<file path="src/rtl/imuldiv_int_div_iterative_pkg.sv">
// Shared imuldiv constants: divider FSM states, fn encodings and step count,
// plus the multiplier request message definitions used across the imuldiv unit.
package imuldiv_int_div_iterative_pkg;

  typedef enum logic [1:0] {
    IDLE = 2'd0,
    CALC = 2'd1,
    DONE = 2'd2
  } div_state_t;

  localparam logic FN_DIV  = 1'b0;
  localparam logic FN_DIVU = 1'b1;

  localparam logic [5:0] DIV_STEPS = 6'd32;

  // Multiplier request message layout, kept here so both units share one definition.
  localparam logic [2:0] MUL_FN_MUL    = 3'd0;
  localparam logic [2:0] MUL_FN_MULH   = 3'd1;
  localparam logic [2:0] MUL_FN_MULHSU = 3'd2;
  localparam logic [2:0] MUL_FN_MULHU  = 3'd3;

  typedef struct packed {
    logic [2:0]  fn;
    logic [31:0] a;
    logic [31:0] b;
  } mulreq_msg_t;

endpackage

</file>
<file path="src/rtl/imuldiv_int_div_iterative_dpath.sv">
// Restoring-division datapath: captures magnitudes and sign flags on load,
// performs one shift/subtract step per cycle while step is high.
module imuldiv_int_div_iterative_dpath
  import imuldiv_int_div_iterative_pkg::*;
(
  input  logic        clk,
  input  logic        reset,
  input  logic        load,
  input  logic        step,
  input  logic        fn,
  input  logic [31:0] a,
  input  logic [31:0] b,
  output logic [63:0] result
);

  logic [64:0] remquot;
  logic [64:0] shifted;
  logic [32:0] diff;
  logic [31:0] divisor;
  logic [31:0] a_mag;
  logic [31:0] b_mag;
  logic [31:0] quot_raw;
  logic [31:0] rem_raw;
  logic        is_signed;
  logic        quot_neg;
  logic        rem_neg;

  always_comb begin
    is_signed = (fn == FN_DIV);
    a_mag     = (is_signed && a[31]) ? (~a + 32'd1) : a;
    b_mag     = (is_signed && b[31]) ? (~b + 32'd1) : b;
    shifted   = remquot << 1;
    // The partial remainder never exceeds twice the divisor, so bit 32 of the
    // difference is a reliable "did not fit" flag.
    diff      = shifted[64:32] - {1'b0, divisor};
  end

  always_ff @(posedge clk or negedge reset) begin
    if (!reset) begin
      remquot  <= '0;
      divisor  <= '0;
      quot_neg <= 1'b0;
      rem_neg  <= 1'b0;
    end else if (load) begin
      remquot  <= {33'd0, a_mag};
      divisor  <= b_mag;
      // A zero divisor suppresses the quotient fix so it stays all ones.
      quot_neg <= is_signed && (a[31] ^ b[31]) && (b != 32'd0);
      rem_neg  <= is_signed && a[31];
    end else if (step) begin
      if (diff[32])
        remquot <= shifted;
      else
        remquot <= {diff, shifted[31:0] | 32'd1};
    end
  end

  always_comb begin
    quot_raw = remquot[31:0];
    rem_raw  = remquot[63:32];
    result   = {(rem_neg  ? (~rem_raw  + 32'd1) : rem_raw),
                (quot_neg ? (~quot_raw + 32'd1) : quot_raw)};
  end

endmodule

</file>
<file path="src/rtl/imuldiv_int_div_iterative.sv">
// Iterative 32-bit signed/unsigned divider with val/rdy request and response
// handshakes; a three-state control FSM sequences the restoring datapath.
module imuldiv_int_div_iterative
  import imuldiv_int_div_iterative_pkg::*;
(
  input  logic        clk,
  input  logic        reset,
  input  logic        divreq_msg_fn,
  input  logic [31:0] divreq_msg_a,
  input  logic [31:0] divreq_msg_b,
  input  logic        divreq_val,
  output logic        divreq_rdy,
  output logic [63:0] divresp_msg_result,
  output logic        divresp_val,
  input  logic        divresp_rdy
);

  div_state_t state;
  logic [5:0] count;
  logic       load;
  logic       step;

  assign load = (state == IDLE) && divreq_val;
  assign step = (state == CALC);

  always_ff @(posedge clk or negedge reset) begin
    if (!reset) begin
      state       <= IDLE;
      count       <= '0;
      divreq_rdy  <= 1'b1;
      divresp_val <= 1'b0;
    end else begin
      case (state)
        IDLE: begin
          if (divreq_val) begin
            state      <= CALC;
            count      <= DIV_STEPS;
            divreq_rdy <= 1'b0;
          end
        end
        CALC: begin
          count <= count - 6'd1;
          if (count == 6'd1) begin
            state       <= DONE;
            divresp_val <= 1'b1;
          end
        end
        DONE: begin
          // Returning to IDLE here means the handshake edge itself never accepts.
          if (divresp_rdy) begin
            state       <= IDLE;
            divresp_val <= 1'b0;
            divreq_rdy  <= 1'b1;
          end
        end
        default: begin
          state       <= IDLE;
          count       <= '0;
          divreq_rdy  <= 1'b1;
          divresp_val <= 1'b0;
        end
      endcase
    end
  end

  imuldiv_int_div_iterative_dpath u_dpath (
    .clk    (clk),
    .reset  (reset),
    .load   (load),
    .step   (step),
    .fn     (divreq_msg_fn),
    .a      (divreq_msg_a),
    .b      (divreq_msg_b),
    .result (divresp_msg_result)
  );

endmodule

</file>
<file path="config.mk">
export PLATFORM = sky130hd
export DESIGN_NAME = imuldiv_int_div_iterative
export DESIGN_NICKNAME = d
export VERILOG_FILES = /design/src/rtl/imuldiv_int_div_iterative_pkg.sv /design/src/rtl/imuldiv_int_div_iterative_dpath.sv /design/src/rtl/imuldiv_int_div_iterative.sv
export SDC_FILE = /design/constraint.sdc
export NUM_CORES = 1
export LEC_CHECK = 0
export BUFFER_PORTS_ARGS = -buffer_cell sky130_fd_sc_hd__buf_2
export CAP_MARGIN = 15
export CORE_MARGIN = 5
export CORE_UTILIZATION = 40
export CTS_BUF_LIST = sky130_fd_sc_hd__clkbuf_4 sky130_fd_sc_hd__clkbuf_8
export DETAILED_ROUTE_END_ITERATION = 8
export PLACE_DENSITY_LB_ADDON = 0.3
export SLEW_MARGIN = 20
export SYNTH_ARGS = -nofsm -noshare
export SYNTH_HDL_FRONTEND = slang
export SYNTH_HIERARCHICAL = 1
export SYNTH_SLANG_ARGS = --single-unit
export TNS_END_PERCENT = 10
</file>
<file path="constraint.sdc">
create_clock -name clk -period 3.61 [get_ports clk]
set_clock_uncertainty 0.2 [all_clocks]
set_input_delay 0.722 -clock clk [delete_from_list [all_inputs] [get_ports clk]]
set_output_delay 0.722 -clock clk [all_outputs]
set_load 0.03 [all_outputs]
</file>
# Yosys cells after proc, flatten, opt, wreduce, memory -nomap -nowiden
# Cells that the tools add are included.
# totals
n_memories	0
wordCells	60
reg_bits	108
input_bits	69
mem_bits_rw	0
latchBits	0
rom_bits	0
out_inout_bits	66
# op_classes
n_reduce_logical	12
bitwise	9
div_mod_pow	0
mul	0
eq_ne	6
n_shift	0
n_addsub	6
order_cmp	0
mux	19
# op_table
op	count
$mux 64	3
$add 32x1->32 const B	4
$mux 32	4
$not 32->32	4
$sub 33x32->33	1
$reduce_bool 32->1	1
$pmux 6 s3	1
$reduce_and 3->1	3
$eq 6x1->1 const B	1
$mux 2	3
$mux 6	1
$pmux 1 s3	2
$pmux 2 s3	1
$sub 6x1->6 const B	1
$logic_and 1x1->1	5
$mux 1	4
$ne 2x2->1 const B	2
$not 1->1	4
$eq 2x1->1 const B	1
$eq 2x2->1 const B	1
$logic_not 2->1	1
$ne 2x1->1 const B	1
$reduce_and 2->1	1
$reduce_bool 2->1	1
$xor 1x1->1	1

# Longest topological paths before layout
# Gate-level depths: netlist of run 1.
# depth
ltp_word	4
mapped_depth	13
ltp_nobuf	12

# Cells and area by module
# Netlist of run 1, hierarchy kept.
# modules_own_cells
mod	seq_area_each_um2	n_inst	cells_each	area_each_um2
imuldiv_int_div_iterative_dpath	2452.4	1	1103	8667.1
imuldiv_int_div_iterative	251.5	1	52	530.5

# Least setup slack after synthesis of run 1
# No wires, ideal clock.
# synth_timing
path_type	register to output
from	reg u_dpath.remquot[37]
to	out divresp_msg_result[60]
arrival_ns	3.120
setup_slack_ns	-0.432
path_buffers	0
t_required_ns	2.688
stages_incl_launch_ff	10
cell_sequence	dfrtp_1 or4_4 nor2_4 nand4_2 or4_1 or4_4 or4_4 nand2b_4 o21ai_2 xnor2_1
# synth_between
elab_chain_cells	3
# synth_lines
element	line_no	text
from (decl)	imuldiv_int_div_iterative_dpath.sv:16	logic [64:0] remquot;
from (signal assigned)	imuldiv_int_div_iterative_dpath.sv:45	remquot <= {33'd0, a_mag};
from (signal assigned)	imuldiv_int_div_iterative_dpath.sv:52	remquot <= shifted;
from (signal assigned)	imuldiv_int_div_iterative_dpath.sv:54	remquot <= {diff, shifted[31:0] | 32'd1};
$not 32->32	imuldiv_int_div_iterative_dpath.sv:61	result = {(rem_neg ? (~rem_raw + 32'd1) : rem_raw),
$add 32x1->32	imuldiv_int_div_iterative_dpath.sv:61	
$mux 32	imuldiv_int_div_iterative_dpath.sv:61	
to (decl)	imuldiv_int_div_iterative.sv:13	output logic [63:0] divresp_msg_result,
# Every way passes these cells.

# Worst setup path after layout of run 1
# layout_timing
from	reg u_dpath.remquot[37]
to	out divresp_msg_result[62]
# Same word-level chain as after synthesis.

==> flow_summary.ini, run 1 <==
[worst_setup_path]
endpoint_kind = output pin
worstPathRequired_ns = 2.69
critPathTopFamily = simple AND/OR/NAND/NOR gates
critical_path_class = reg -> out
worst_path_max_delay_cell = or4_4
path_cells = or4_4 > nor2_4 > nand4_2 > or4_4 > or4_4 > or4_4 > nand2b_4 > o21ai_4 > xnor2_2 > buf_6
arrival_ns = 3.57
cp.buffers_inverters = 1
cpMostUsedCell = or4_4
worstPathMaxFanout = 5
start_kind = register
slowest_delay_ns = 0.55

[synth]
synthMuxAreaShare_pct = 3.99
synthesis.nets = 1263
synth_edf_count = 0
synth_flop_cell = dfrtp_1
yosys-top-cells-area = dfrtp_1 29%, xnor2_1 9.6%, nand2_1 6.1%, ha_1 5.2%, a21oi_1 5.0%
syn_inst = 1155
yosys.area.top_type = dfrtp_1
synth_top_family_by_area = compound AO/OA/AOI/OAI gates
synth_simple_gate_area_share_pct = 19.7
syn-cell-area_um2 = 9200
synth_compound_area_share_pct = 22.7
ys_seq_area_share_pct = 29.4
synthTopCellsByCount = 150 x nand2_1, 107 x dfrtp_1, 107 x nor2_1, 101 x xnor2_1, 92 x a21oi_1
synth_top_area_share_pct = 29.1
synth_seq_cells = 108
avgSynthCellArea_um2 = 7.96
synthDistinctLibCells = 75
yosys.area_share.adder_pct = 5.39
synth_xor_area_share_pct = 13.6
yosysMostFrequentCell = nand2_1
async_reset_ff_share_pct = 100
yosys_warnings = 6

[status]
status = finished with violations
violations = setup timing

[floorplan]
row_count = 55
die_area_um2 = 26100
io_pins = 135
die_w_um = 162
die-height_um = 162
initial_utilization_pct = 40.6
coreArea_um2 = 22600

[grt]
first_global_vias = 8305
antenna_found_initial = 8
grt_overflow = 0
grt_max_degree = 168
grt_pass1_wl_um = 41600
grt_usage_pct = 19.1

[detailed_routing]
vias = 8650
drt_wl_total_um = 24900
wl_per_cell_um = 15.3
detail-route-antenna-nets = 0
first_pass_iters = 6
drc = 0
drtIter0Drc = 526
vias_per_cell = 5.32

[timing]
rsz0062_at_grt = true
final-setup-viol-count = 33
period_share_pct = 124
tightest_slew_ns = 1.09
tns_ns = -16.79
setup_slack_ns = -0.882
max_freq_ghz = 0.223
slew_violations = 0
finalHoldViolations = 0
final.min_clock_period_ns = 4.49
slew_headroom_pct = 27.5

[finish]
instances_no_fill = 1627
fin_nets = 1441
area_growth_pct = 22.5
final_layout_size_suffix_gt1_share_pct = 23.2
fillCellCount = 2208

[placed_design]
place_inst = 1604
hpwlAfterDp_um = 19400
gp_congestion = 0.903
port_buffers = 134
post-place-ws_ns = -0.519

[clock_network]
clock-sinks = 108
cts_buffers = 9
path_clk_slew_ns = 0.11
cts_buffer_depth = 2
cts_tree = yes
htree_levels = 3
holdBufCountCts = 0
cts_root_buf = clkbuf_8
clk_latency_ns = 0.40

[run]
drv_cap = 0

[min_path]
hold_class = in -> async
==> cells in the final DEF, fill, tap and decap left out, drive strengths merged, types with 4 or more instances in the layout <==
master | Yosys | routed
a211o | 4 | 4
a211oi | 7 | 7
a21boi | 4 | 4
a21o | 14 | 14
a21oi | 92 | 92
a311oi | 23 | 23
a31oi | 7 | 7
and3 | 4 | 4
buf | 13 | 231
clkbuf | 52 | 10
dfrtp | 107 | 107
diode | 0 | 4
ha | 38 | 38
inv | 56 | 60
mux2 | 5 | 5
mux2i | 31 | 31
nand2 | 150 | 150
nand2b | 11 | 11
nand3 | 9 | 9
nand4 | 6 | 6
nor2 | 109 | 109
nor2b | 9 | 9
nor3 | 24 | 24
nor4 | 12 | 12
o211ai | 7 | 7
o21a | 10 | 10
o21ai | 89 | 89
o21bai | 6 | 6
o22ai | 5 | 5
o311ai | 4 | 4
o31ai | 30 | 30
o41ai | 9 | 9
or3 | 13 | 13
or4 | 19 | 19
xnor2 | 101 | 101
xor2 | 42 | 42
==> worst reg2reg max path, cell delays in order, from the launching register on <==
cell and delay, ns:
dfrtp_1 0.42, inv_1 0.07, ha_1 0.25, fa_1 0.40, nand2b_1 0.18, a21o_1 0.19
a211o_1 0.32, a31oi_1 0.29, a21oi_1 0.23, xor2_2 0.22, buf_12 0.18, buf_12 0.13
nand2_1 0.05, a311oi_1 0.34
==> kinds of logic after synthesis <==
group           after synthesis
compound gates              327
simple gates                381
flops                       108
buf+inv                     121
mux                          36
xor+xnor                    143
fa+ha+maj                    39
==> metal layers <==
metal	part of all wire, %	track usage [%]	wire (µm)	vias to the layer above
li1	-	-	-	4454
met1	49	27.3	12300	3963
met2	43	29.2	10800	186
met3	5.9	4.59	1480	35
met4	1.4	4.42	342	12
met5	0.25	0	63	-
==> final cells by class <==
cell class | instances | area (µm²) | share of cell area (%)
timing repair buffer | 232 | 1560 | 13.8
clock buffer | 9 | 124 | 1.10
sequential | 108 | 2700 | 24.0
antenna | 4 | 10.0 | 0.0888
tap | 285 | 357 | 3.16
multi-input combinational | 926 | 6230 | 55.3
inverter | 56 | 211 | 1.88
clock inverter | 7 | 75.1 | 0.666
==> sequential cells by signal, summed over array words and instances, names as in the netlist <==
| register | flops |
|---|---|
| u_dpath/remquot | 64 |
| u_dpath/divisor | 32 |
| u_dpath/rem_neg | 1 |
| count | 6 |
| divreq_rdy | 1 |
| u_dpath/quot_neg | 1 |
| state | 2 |
| divresp_val | 1 |
==> stage by stage <==
stage               hold WS, ns  utilization [%]  cell area (µm²)
finish                    0.207             49.8            11300
global route              0.254             49.8            11300
CTS                       0.211             49.3            11200
detailed placement        0.307             47.8            10800
global placement          0.294             47.8            10800
floorplan                 0.226                -             9240
==> final timing paths <==
kind	from	cells after the start	slack [ns]	to
max	u_dpath/remquot[37]	10	-0.88	divresp_msg_result[62]
min	reset	1	0.21	u_dpath/remquot[3]
max reg2reg	u_dpath/remquot[31]	13	0.01	u_dpath/remquot[39]
min reg2reg	divresp_val	2	0.32	divresp_val
max in group asynchronous	reset	2	2.25	u_dpath/remquot[32]
min in group clk	divresp_val	2	0.32	divresp_val
==> timing repair <==
item	CTS	global route
pin swaps	2	5
gates resized for setup	38	19
setup endpoints to repair	38	67
setup buffers	0	3
Power of run 1 is not shown: default switching activity piles up to over one toggle a cycle in this logic, so the estimate is an artifact.
==> run 2, diff against run 1 <==
SYNTH_HIERARCHICAL = default   (was 1)
==> flow_summary.ini, run 2 <==
[floorplan]
initial_utilization_pct = 40.8
row_count = 53
io_pins = 135
die_area_um2 = 24600
coreArea_um2 = 21200
die-height_um = 157
die_w_um = 157

[synth]
synthesis.nets = 1170
synth_flop_cell = dfrtp_1
syn_inst = 1062
yosys-top-cells-area = dfrtp_1 31%, xnor2_1 10%, o21ai_0 8.6%, nand2_1 5.6%, ha_1 5.5%
synth_edf_count = 0
syn-cell-area_um2 = 8640
ys_seq_area_share_pct = 31.3
async_reset_ff_share_pct = 100
synth_top_area_share_pct = 31.0
synthTopCellsByCount = 148 x o21ai_0, 128 x nand2_1, 107 x dfrtp_1, 101 x xnor2_1, 69 x a21oi_1
avgSynthCellArea_um2 = 8.13
synth_seq_cells = 108
yosysMostFrequentCell = o21ai_0
yosys_warnings = 0
yosys.area.top_type = dfrtp_1
synthDistinctLibCells = 64

[finish]
area_growth_pct = 22.0
mostFrequentLayoutCell = o21ai_0
final_cell_mix = 140 x o21ai_0, 127 x nand2_1, 109 x buf_2
fillCellCount = 2047
reg_top3 = u_dpath.remquot (64), u_dpath.divisor (32), count (6)
largest_reg_flops = 64
top_register = u_dpath.remquot
fin_nets = 1326
utilization_pct = 49.8
instances_no_fill = 1498
final_layout_size_suffix_gt1_share_pct = 21.9
antenna_cells = 0

[worst_setup_path]
r2r_cells = 12
arrival_ns = 3.16
slowest_delay_ns = 0.53
path_cells = or4_4 > or4_4 > or2_4 > or3_4 > inv_2 > nand2_4 > o41ai_4 > xnor2_1 > buf_4
worstPathRequired_ns = 2.69
cpMostUsedCell = or4_4
critPathTopFamily = simple AND/OR/NAND/NOR gates
r2r-end = u_dpath.remquot[47]
worst_path_max_delay_cell = or4_4
endpoint_kind = output pin
regToRegStartpoint = u_dpath.remquot[46]
worstPathMaxFanout = 5
start_kind = register
critical_path_class = reg -> out
reg2reg_slack_ns = 0.20
cp.buffers_inverters = 2

[detailed_routing]
wl_per_cell_um = 16.4
detail-route-antenna-nets = 0
vias = 8209
first_pass_iters = 9
drc = 0
vias_per_cell = 5.48
drtIter0Drc = 420
drt_wl_total_um = 24600

[clock_network]
holdBufCountCts = 0
clock-sinks = 108
path_clk_slew_ns = 0.11
clk_latency_ns = 0.40
cts_buffer_depth = 2
cts_root_buf = clkbuf_8
htree_levels = 3
cts_buffers = 9
cts_tree = yes

[placed_design]
gp_congestion = 0.904
post-place-ws_ns = -0.122
place_inst = 1481
hpwlAfterDp_um = 18700
port_buffers = 134

[timing]
period_share_pct = 113
slew_headroom_pct = 28.4
rsz0062_at_grt = true
tightest_slew_ns = 1.07
max_freq_ghz = 0.245
setup_slack_ns = -0.469
final-setup-viol-count = 24
final.min_clock_period_ns = 4.08
slew_violations = 0
finalHoldViolations = 0

[grt]
antenna_found_initial = 0
grt_overflow = 0
grt_usage_pct = 19.5
grt_max_degree = 68
first_global_vias = 7635
grt_pass1_wl_um = 39100

[status]
status = finished with violations
violations = setup timing

[min_path]
hold_class = in -> async

[run]
drv_cap = 0
run 2: changes by cell type after synthesis, sizes merged, moves of 8 or more:
cell    delta
a21oi     -23
a22o      +16
a22oi     +30
a311oi    -22
buf        -8
mux2i     -26
nand2     -21
nand2b    +10
nor2      -51
nor3      -11
o21a       -9
o21ai     +59
run 2: cell type report:
type / count / area [µm²] / area share, %
clock buffers: 12 / 153 / 1.45
clock inverters: 4 / 48.8 / 0.463
inverters: 49 / 184 / 1.75
flip-flops and latches: 108 / 2710 / 25.7
multi-input cells: 853 / 5840 / 55.4
well taps: 275 / 344 / 3.27
repair buffers: 197 / 1250 / 11.9
run 2: worst max-delay path by stage:
stage | start | cells after the start | slack, ns | endpoint
final | u_dpath.remquot[13] | 9 | -0.47 | divresp_msg_result[29]
after global routing | u_dpath.remquot[13] | 9 | -0.60 | divresp_msg_result[29]
after CTS | u_dpath.remquot[13] | 9 | -0.47 | divresp_msg_result[29]
after detailed placement | u_dpath.remquot[48] | 9 | -0.12 | divresp_msg_result[59]
after global placement | u_dpath.remquot[48] | 9 | -0.05 | divresp_msg_result[59]
after floorplan | u_dpath.remquot[13] | 7 | 0.009 | divresp_msg_result[28]
run 2: logic make-up (layout without fill, tap and decap cells):
logic type	after synthesis	after routing	synth area share (%)
AOI/OAI and AO/OA	359	359	25.8
and+or+nand+nor	300	300	16.8
xor gates and xnor gates	150	150	15.2
DFF	108	108	31.3
buffers and inverters	101	262	4.49
adders and majority gates	39	39	5.74
muxes	5	5	0.580
run 2: metal layers:
layer / vias to the layer above / share of wire (%) / GRT usage [%]
li1: 4127 / - / -
met1: 3853 / 49 / 28.7
met2: 210 / 44 / 30.2
met3: 19 / 5.7 / 2.42
met4: 0 / 1.3 / 5.21
met5: - / 0 / 0
run 2: through the flow:
stage | setup TNS, ns | cell area, µm² | hold WS [ns]
global placement | -0.134 | 9990 | 0.262
detailed placement | -0.386 | 9990 | 0.272
floorplan | 0 | 8640 | 0.226
CTS | -7.36 | 10300 | 0.109
global route | -9.70 | 10500 | 0.145
finish | -6.39 | 10500 | 0.0984
run 2: repair_timing:
item                       CTS  global route
setup endpoints to repair   32            61
setup buffers                0             1
resized for setup           49            33
pin swaps                    5             8
run 2: worst reg2reg max path: stages, from the launching register on:
cell and delay, ns:
dfrtp_1 0.39, buf_4 0.17, ha_1 0.36, a21oi_1 0.14, o21ai_0 0.12, nor3b_1 0.48
a211oi_1 0.15, buf_4 0.17, o31ai_2 0.37, xor2_4 0.26, buf_12 0.19, mux2i_1 0.20
o21ai_0 0.10
Power of run 2 is left out for the same reason.
==> run 3, diff against run 2 <==
ABC_AREA = 1   (was default)
BUFFER_PORTS_ARGS = default   (was -buffer_cell sky130_fd_sc_hd__buf_2)
DONT_BUFFER_PORTS = 1   (was default)
==> flow_summary.ini, run 3 <==
[clock_network]
path_clk_slew_ns = 0.12
cts_buffer_depth = 2
cts_tree = yes
cts_root_buf = clkbuf_8
clock-sinks = 108
clk_latency_ns = 0.40
cts_buffers = 9
htree_levels = 3

[synth]
synthesis.nets = 1890
yosys.area.top_type = dfrtp_1
syn_inst = 1782
synthDistinctLibCells = 51
synth_flop_cell = dfrtp_1
syn-cell-area_um2 = 10900
synth_edf_count = 0
async_reset_ff_share_pct = 100
yosys-top-cells-area = dfrtp_1 25%, nand2_1 19%, inv_1 9.7%, nand3_1 7.6%, xor2_1 6.0%
ys_seq_area_share_pct = 24.9
synth_top_area_share_pct = 24.7
avgSynthCellArea_um2 = 6.10
synth_seq_cells = 108
yosysMostFrequentCell = nand2_1
yosys_warnings = 0
synthTopCellsByCount = 542 x nand2_1, 281 x inv_1, 168 x nor2_1, 165 x nand3_1, 107 x dfrtp_1

[worst_setup_path]
arrival_ns = 2.53
critical_path_class = reg -> out
endpoint_kind = output pin
worstPathRequired_ns = 2.69
worstPathMaxFanout = 6
start_kind = register
r2r_cells = 17

[floorplan]
io_pins = 135
die_area_um2 = 30500
coreArea_um2 = 26900
die-height_um = 175
initial_utilization_pct = 40.4
die_w_um = 175
row_count = 60

[finish]
largest_reg_flops = 64
final_cell_mix = 541 x nand2_1, 280 x inv_1, 165 x nand3_1
antenna_cells = 0
reg_top3 = u_dpath.remquot (64), u_dpath.divisor (32), count (6)
final_layout_size_suffix_gt1_share_pct = 7.47
fin_nets = 1910
utilization_pct = 43.7
mostFrequentLayoutCell = nand2_1
stdcell_area_um2 = 11800
area_growth_pct = 8.21
top_register = u_dpath.remquot

[grt]
first_global_vias = 10600
grt_max_degree = 109
grt_usage_pct = 22.4
grt_overflow = 0
grt_pass1_wl_um = 55500
antenna_found_initial = 0

[timing]
max_freq_ghz = 0.290
slew_violations = 0
slew_headroom_pct = 34.1
tightest_slew_ns = 0.978
final-setup-viol-count = 0
finalHoldViolations = 0
final.min_clock_period_ns = 3.45
period_share_pct = 95.5
tns_ns = 0
rsz0062_at_grt = false

[detailed_routing]
vias = 11200
drc = 0
drt_wl_total_um = 34400
detail-route-antenna-nets = 0
first_pass_iters = 5
drtIter0Drc = 806
vias_per_cell = 5.20
wl_per_cell_um = 16.0

[min_path]
hold_class = in -> async

[run]
drv_cap = 0

[placed_design]
port_buffers = 0
placed_area_um2 = 11500
hpwlAfterDp_um = 27500
gp_congestion = 0.953

[status]
status = complete, no violations
## run 3: cell types whose count changed after synthesis, moves of 52 or more
cell     previous run  this run
nand3_1             4       165
nand2_1           128       542
inv_1              48       281
o21ai_0           148        96
nor2_1             58       168
xnor2_1           101        17
## run 3: cells by family (layout without fill, tap and decap cells)
kind of cell | after synthesis | after routing | synth area share, %
flops | 108 | 108 | 24.9
buf+inv | 335 | 360 | 12.1
xor+xnor | 91 | 91 | 7.34
compound gates | 214 | 214 | 11.3
simple gates | 995 | 995 | 39.9
fa+ha+maj | 39 | 39 | 4.56
## run 3: final cells by class
type | instances | area [µm²]
clock inverters | 7 | 87.6
inverters | 288 | 1080
well taps | 341 | 427
repair buffers | 56 | 440
fillers | 2880 | 15100
flip-flops and latches | 108 | 2700
multi-input cells | 1339 | 6890
clock buffers | 9 | 124
## run 3: path summary, 6_finish.rpt
kind	from	to	slack, ns
hold / removal	reset	u_dpath.remquot[60]	0.02
max in group asynchronous	reset	u_dpath.divisor[14]	2.69
setup reg to reg	u_dpath.remquot[31]	u_dpath.remquot[63]	0.84
hold reg to reg	u_dpath.divisor[23]	u_dpath.divisor[23]	0.30
setup / recovery	u_dpath.remquot[4]	divresp_msg_result[31]	0.16
min in group clk	divreq_msg_b[17]	u_dpath.divisor[17]	0.28
## run 3: what timing repair did
item                       in CTS  in global routing
resized for setup               2                  5
hold endpoints to repair      108                  0
cloned                          0                  0
setup endpoints to repair       2                  5
setup buffers                   0                  1
pin swaps                       0                  3
hold buffers                    1                  0
## run 3: per-stage QoR
stage | worst slack (ns) | hold WS, ns | instances
after global routing | 0.0117 | 0.0537 | 2148
after global placement | 0.429 | 0.234 | 2130
final | 0.162 | 0.0179 | 2148
after floorplan | 0.609 | 0.226 | 1782
after detailed placement | 0.412 | 0.234 | 2130
after CTS | 0.0379 | 0.0749 | 2147
## run 3: critical path: stages (launching register included)
cell     delay, ns
dfrtp_1       0.47
nor2_1        0.12
nand4_1       0.12
nor3_2        0.33
nand2_1       0.16
nor2_1        0.20
nand2_1       0.13
o21ai_1       0.18
xor2_1        0.21
buf_4         0.20
## run 3: per-layer routing
layer  up-vias  track usage [%]  wire length (µm)
met1      5125             28.2             15000
li1       5697                -                 -
met4         0             8.41              1210
met5         -                0                 0
met2       296             39.0             16500
met3        56             3.07              1660
Power of run 3 is left out for the same reason.
